`src/rtl/prog_loader_pkg.sv`:
```
// Shared types and constants for the program loader.
// The optional PROG_LOADER_CHECKSUM_EN build uses csum_add().
package prog_loader_pkg;

  localparam int BYTE_W = 8;
  localparam int NIB_W  = 4;

  localparam logic [NIB_W-1:0] OPC_STOP  = 4'b0011;
  localparam logic [11:0]      HALT_WORD = {OPC_STOP, 8'h00};

  typedef enum logic [2:0] {
    ST_IDLE = 3'd0,
    ST_LEN  = 3'd1,
    ST_LO   = 3'd2,
    ST_HI   = 3'd3,
    ST_CSUM = 3'd4
  } state_e;

  function automatic logic [BYTE_W-1:0] csum_add(input logic [BYTE_W-1:0] a,
                                                  input logic [BYTE_W-1:0] b);
    return a + b;
  endfunction

endpackage

```
`src/rtl/prog_ram.sv`:
```
// Program RAM: one synchronous write port, one asynchronous read port, no reset.
module prog_ram #(
  parameter int ADDR_W = 8,
  parameter int INST_W = 12
) (
  input  logic              clk,
  input  logic              i_we,
  input  logic [ADDR_W-1:0] i_waddr,
  input  logic [INST_W-1:0] i_wdata,
  input  logic [ADDR_W-1:0] i_raddr,
  output logic [INST_W-1:0] o_rdata
);

  logic [INST_W-1:0] r_mem [2**ADDR_W];

  // Write port
  always_ff @(posedge clk) begin
    if (i_we) begin
      r_mem[i_waddr] <= i_wdata;
    end
  end

  assign o_rdata = r_mem[i_raddr];

endmodule

```
`src/rtl/prog_loader.sv`:
```
// Byte-stream program loader with read-mask mux in front of the program RAM.
// Define PROG_LOADER_CHECKSUM_EN to require a trailing zero-sum checksum byte.
module prog_loader
  import prog_loader_pkg::*;
#(
  parameter int ADDR_W = 8,
  parameter int INST_W = 12
) (
  input  logic              clk,
  input  logic              reset,
  input  logic              load_start,
  input  logic [7:0]        in_data,
  input  logic              in_valid,
  output logic              in_ready,
  input  logic [ADDR_W-1:0] progaddr,
  output logic [INST_W-1:0] progdata,
  output logic              cpu_hold,
  output logic              busy,
  output logic              done,
  output logic              err,
  output logic [ADDR_W-1:0] words_loaded
);

  state_e              r_state;
  logic                r_busy;
  logic                r_err;
  logic [ADDR_W-1:0]   r_words;
  logic [ADDR_W-1:0]   r_len;
  logic [ADDR_W-1:0]   r_wr_addr;
  logic [BYTE_W-1:0]   r_lo;
`ifdef PROG_LOADER_CHECKSUM_EN
  logic [BYTE_W-1:0]   r_csum;
`endif

  logic                w_xfer;
  logic                w_hi_ok;
  logic                w_last;
  logic                w_we;
  logic [ADDR_W-1:0]   w_len_in;
  logic [INST_W-1:0]   w_wdata;
  logic [INST_W-1:0]   w_rdata;
  logic                w_done;

  assign w_xfer   = in_valid & r_busy;
  assign w_hi_ok  = (in_data[7:4] == 4'h0);
  assign w_last   = (r_wr_addr == (r_len - ADDR_W'(1)));
  assign w_len_in = ADDR_W'(in_data);
  assign w_we     = (r_state == ST_HI) & w_xfer & w_hi_ok;
  assign w_wdata  = {in_data[3:0], r_lo};

  prog_ram #(.ADDR_W(ADDR_W), .INST_W(INST_W)) u_ram (
    .clk     (clk),
    .i_we    (w_we),
    .i_waddr (r_wr_addr),
    .i_wdata (w_wdata),
    .i_raddr (progaddr),
    .o_rdata (w_rdata)
  );

  // Loader FSM, counters and checksum accumulator
  always_ff @(posedge clk or negedge reset) begin
    if (!reset) begin
      r_state   <= ST_IDLE;
      r_busy    <= 1'b0;
      r_err     <= 1'b0;
      r_words   <= '0;
      r_len     <= '0;
      r_wr_addr <= '0;
      r_lo      <= 8'h00;
`ifdef PROG_LOADER_CHECKSUM_EN
      r_csum    <= 8'h00;
`endif
    end else begin
      case (r_state)
        ST_IDLE: begin
          if (load_start) begin
            r_state <= ST_LEN;
            r_busy  <= 1'b1;
            r_err   <= 1'b0;
            r_words <= '0;
          end
        end
        ST_LEN: begin
          if (w_xfer) begin
            r_len     <= w_len_in;
            r_wr_addr <= '0;
`ifdef PROG_LOADER_CHECKSUM_EN
            r_csum    <= in_data;
`endif
            if (w_len_in == '0) begin
`ifdef PROG_LOADER_CHECKSUM_EN
              r_state <= ST_CSUM;
`else
              r_state <= ST_IDLE;
              r_busy  <= 1'b0;
              r_words <= '0;
`endif
            end else begin
              r_state <= ST_LO;
            end
          end
        end
        ST_LO: begin
          if (w_xfer) begin
            r_lo    <= in_data;
            r_state <= ST_HI;
`ifdef PROG_LOADER_CHECKSUM_EN
            r_csum  <= csum_add(r_csum, in_data);
`endif
          end
        end
        ST_HI: begin
          if (w_xfer) begin
            if (!w_hi_ok) begin
              r_err   <= 1'b1;
              r_busy  <= 1'b0;
              r_state <= ST_IDLE;
            end else begin
              r_wr_addr <= r_wr_addr + ADDR_W'(1);
`ifdef PROG_LOADER_CHECKSUM_EN
              r_csum    <= csum_add(r_csum, in_data);
`endif
              if (w_last) begin
`ifdef PROG_LOADER_CHECKSUM_EN
                r_state <= ST_CSUM;
`else
                r_state <= ST_IDLE;
                r_busy  <= 1'b0;
                r_words <= r_len;
`endif
              end else begin
                r_state <= ST_LO;
              end
            end
          end
        end
`ifdef PROG_LOADER_CHECKSUM_EN
        ST_CSUM: begin
          if (w_xfer) begin
            if (csum_add(r_csum, in_data) == 8'h00) begin
              r_words <= r_len;
            end else begin
              r_err <= 1'b1;
            end
            r_state <= ST_IDLE;
            r_busy  <= 1'b0;
          end
        end
`endif
        default: begin
          r_state <= ST_IDLE;
          r_busy  <= 1'b0;
        end
      endcase
    end
  end

  // Completion strobe coincides with the final byte transfer
  always_comb begin
    w_done = 1'b0;
    case (r_state)
`ifdef PROG_LOADER_CHECKSUM_EN
      ST_CSUM: w_done = w_xfer & (csum_add(r_csum, in_data) == 8'h00);
`else
      ST_LEN:  w_done = w_xfer & (w_len_in == '0);
      ST_HI:   w_done = w_xfer & w_hi_ok & w_last;
`endif
      default: w_done = 1'b0;
    endcase
  end

  assign in_ready     = r_busy;
  assign busy         = r_busy;
  assign err          = r_err;
  assign cpu_hold     = r_busy | r_err;
  assign words_loaded = r_words;
  assign done         = w_done;
  assign progdata     = ((progaddr < r_words) && !r_busy) ? w_rdata : HALT_WORD;

endmodule

```
`config.mk`:
```
export PLATFORM = sky130hd
export DESIGN_NAME = prog_loader
export DESIGN_NICKNAME = d
export VERILOG_FILES = /design/src/rtl/prog_loader_pkg.sv /design/src/rtl/prog_ram.sv /design/src/rtl/prog_loader.sv
export SDC_FILE = /design/constraint.sdc
export NUM_CORES = 2
export LEC_CHECK = 0
export ABC_AREA = 0
export CAP_MARGIN = 30
export CELL_PAD_IN_SITES_DETAIL_PLACEMENT = 1
export CELL_PAD_IN_SITES_GLOBAL_PLACEMENT = 1
export CORE_ASPECT_RATIO = 0.7
export CORE_MARGIN = 2
export CORE_UTILIZATION = 60
export DETAILED_ROUTE_END_ITERATION = 8
export HOLD_SLACK_MARGIN = 0.03
export PLACE_DENSITY_LB_ADDON = 0.1
export SYNTH_ARGS = -nofsm -noshare
export SYNTH_HDL_FRONTEND = slang
export SYNTH_SLANG_ARGS = --single-unit
```
`constraint.sdc`:
```
create_clock -name clk -period 10.2 [get_ports clk]
set_clock_uncertainty 0.15 [all_clocks]
set_input_delay 2.04 -clock clk [delete_from_list [all_inputs] [get_ports clk]]
set_output_delay 2.04 -clock clk [all_outputs]
set_load 0.01 [all_outputs]
```
==> impl_metrics.yaml <==
run_status:
  status: "finished clean"
yosys:
  synth_common_cells: "3072 x edfxtp_1, 604 x mux2i_1, 479 x mux4_2, 323 x nor2_1, 283 x o221ai_1"
  yosysWarnings: 0
  synth_top_area_share_pct: 75.8
  synth_edf_count: 3072
  ys_dominant_reg_cell: "edfxtp_1"
  postSynthCellCount: 6014
  syn_area_per_cell_sq_um: 20.2
  ys_seq_area_share_pct: 76.6
  synth_cell_types: 67
  ys_ff_latch: 3108
  synthTopCellsByArea: "edfxtp_1 76%, mux4_2 8.9%, mux2i_1 5.0%, o221ai_1 2.0%, nor2_1 1.0%"
  async_flop_share_pct: 1.16
  yosys.cell_count.top_type: "edfxtp_1"
  synth_area_sq_mm: 0.122
  synth_top_area_cell: "edfxtp_1"
  synth_fp_nets: 6046
clock_tree:
  clkTransAtPathRegs_ps: 60
  clk_latency_ps: 840
  cts_tree: "built"
  ctsResizeCount: 0
  clock_sinks: 3108
  cts_setup_buffers: 0
  cts_buffers: 297
  root_buffer: "clkbuf_16"
  hold_buffers: 0
  h-tree-depth: 5
  clockBufferDepth: 4
global_routing:
  grt_antenna_before_repair: 20
  overflow: 0
  grt.total_usage_pct: 34.0
  grt_max_degree: 181
  grt_pass1_wl_mm: 498
  grt_pass1_vias: 66039
worst_setup_path:
  crit_type: "in -> out"
  startpoint_type: "input pin"
  r2r_slack_ps: 5740
  worstPathMaxFanout: 13
  cp.required_ps: 8010
  cp-end-kind: "output port"
  arrival_ps: 7090
placement:
  place_hpwl_mm: 214
  place.gp.congestion: 0.859
  dp_cells: 8767
  io_buffers: 44
cells_and_area:
  final_util_pct: 67.4
  final_layout_size_suffix_gt1_share_pct: 21.0
  syn_to_final_growth_pct: 11.9
  num-fill-cells: 16047
  fin_nets: 6443
  stdcell_count: 9289
routing:
  antenna_left: 0
  drt-total-wl_mm: 350
  drc: 0
  avgViaCountPerCell: 7.09
  dr.first_iter.drc_count: 9721
  wl_per_cell_microns: 37.7
  routed-via-count: 65867
  firstDrtPassIters: 6
sta:
  setup_viol_count_final: 0
  period_minus_slack_ps: 9280
  grt_setup_unrepaired: "no"
  worstMarginPinSlew_ps: 1210
  hold_viol: 0
  slew_violations: 0
  slew_headroom_pct: 19.2
  finalCritPeriodShare_pct: 91.0
  fmax_mhz: 108
  tns_ps: 0
power:
  vdd_ir_drop_max_mv: 0.392
  p_per_area_mw_per_mm2: 215
  p_leak_nw: 44.1
floorplanning:
  ios: 45
  dieArea_sq_mm: 0.206
  chipWidth_microns: 542
  core_region_area_sq_mm: 0.202
  start_util_pct: 60.3
  rows: 138
  die_h_microns: 381
flow_run:
  maxCapViolations: 0
min_path:
  min_path_type: "reg -> reg"
==> power breakdown <==
part | total, mW | leakage, nW | switching (mW) | internal (mW)
Combinational | 2.90 | 11.5 | 2.28 | 0.620
Clock | 10.6 | 4.43 | 4.69 | 5.91
Sequential | 15.7 | 28.1 | 0.373 | 15.3
==> per-stage QoR <==
stage                     area (sq um)  setup WS (ps)  hold WS, ps  power (mW)
after floorplan                 122000           4110          347        17.4
after global routing            136000            915          427        29.8
final                           136000            918          408        29.2
after global placement          126000           1030          380        18.6
after CTS                       136000            960          408        29.2
after detailed placement        127000           1020          390        18.8
==> layer usage <==
layer	GRT usage [%]	wire, microns	vias up
li1	-	-	25933
met1	52.5	143000	35073
met2	49.8	158000	4294
met3	6.71	38300	557
met4	9.64	10800	10
met5	0	62	-
==> critical path: stages <==
cell and delay (ps):
clkdlybuf4s50_1 830, buf_4 350, inv_1 240, nand2_1 750, nor2_1 450, o21ai_0 440, nand4_1 430, nor3_1 700
o21a_1 280, clkdlybuf4s50_1 550
==> state kept, by name, indices dropped and copies added, names as in the netlist <==
name / flops
u_ram.r_mem: 3072
r_len: 8
r_lo: 8
r_wr_addr: 8
words_loaded: 8
r_state: 2
busy: 1
err: 1
==> final cells by class <==
type                            instances  area [sq um]  area share (%)
Antenna cell                            4          10.0         0.00736
Clock buffer                          377          7990            5.87
Clock inverter                        136          1030           0.754
Inverter                               18          80.1          0.0588
Multi-Input combinational cell       2519         26100            19.2
Sequential cell                      3108         93200            68.5
Tap cell                             2660          3330            2.45
Timing Repair Buffer                  467          4360            3.20
==> kinds of logic after synthesis <==
group	synth area share (%)
flip-flops	76.6
multiplexers	14.4
AO/OA/AOI/OAI	4.77
AND/OR/NAND/NOR	2.07
buffers and inverters	2.00
XOR/XNOR	0.108
adder cells (fa/ha/maj)	0.123
==> cell usage in the layout, fill, tap and decap left out, types with 13 or more instances in the layout <==
master / instances
a211oi_1: 25
a21oi_1: 142
a221oi_1: 19
and2_1: 13
buf_12: 24
buf_4: 315
buf_6: 80
bufinv_16: 15
clkbuf_1: 66
clkbuf_16: 307
clkdlybuf4s50_1: 33
clkinv_1: 58
clkinv_2: 50
dfrtp_1: 28
edfxtp_1: 3072
inv_1: 16
mux2_2: 33
mux2i_1: 604
mux4_2: 479
nand2_1: 66
nand2b_1: 13
nand4_1: 22
nor2_1: 323
nor3_1: 71
o21ai_0: 95
o221ai_1: 283
o221ai_2: 13
o22ai_1: 130
==> worst paths after layout <==
kind,endpoint,cells past startpoint,from
setup / recovery,progdata[11],10,progaddr[5]
hold / removal,words_loaded[1],1,words_loaded[1]
max in group asynchronous,r_lo[6],1,reset
min in group asynchronous,r_len[6],1,reset
setup reg to reg,u_ram.r_mem[161][8],7,busy
hold reg to reg,words_loaded[1],1,words_loaded[1]
(Power assumes the default switching activity.)
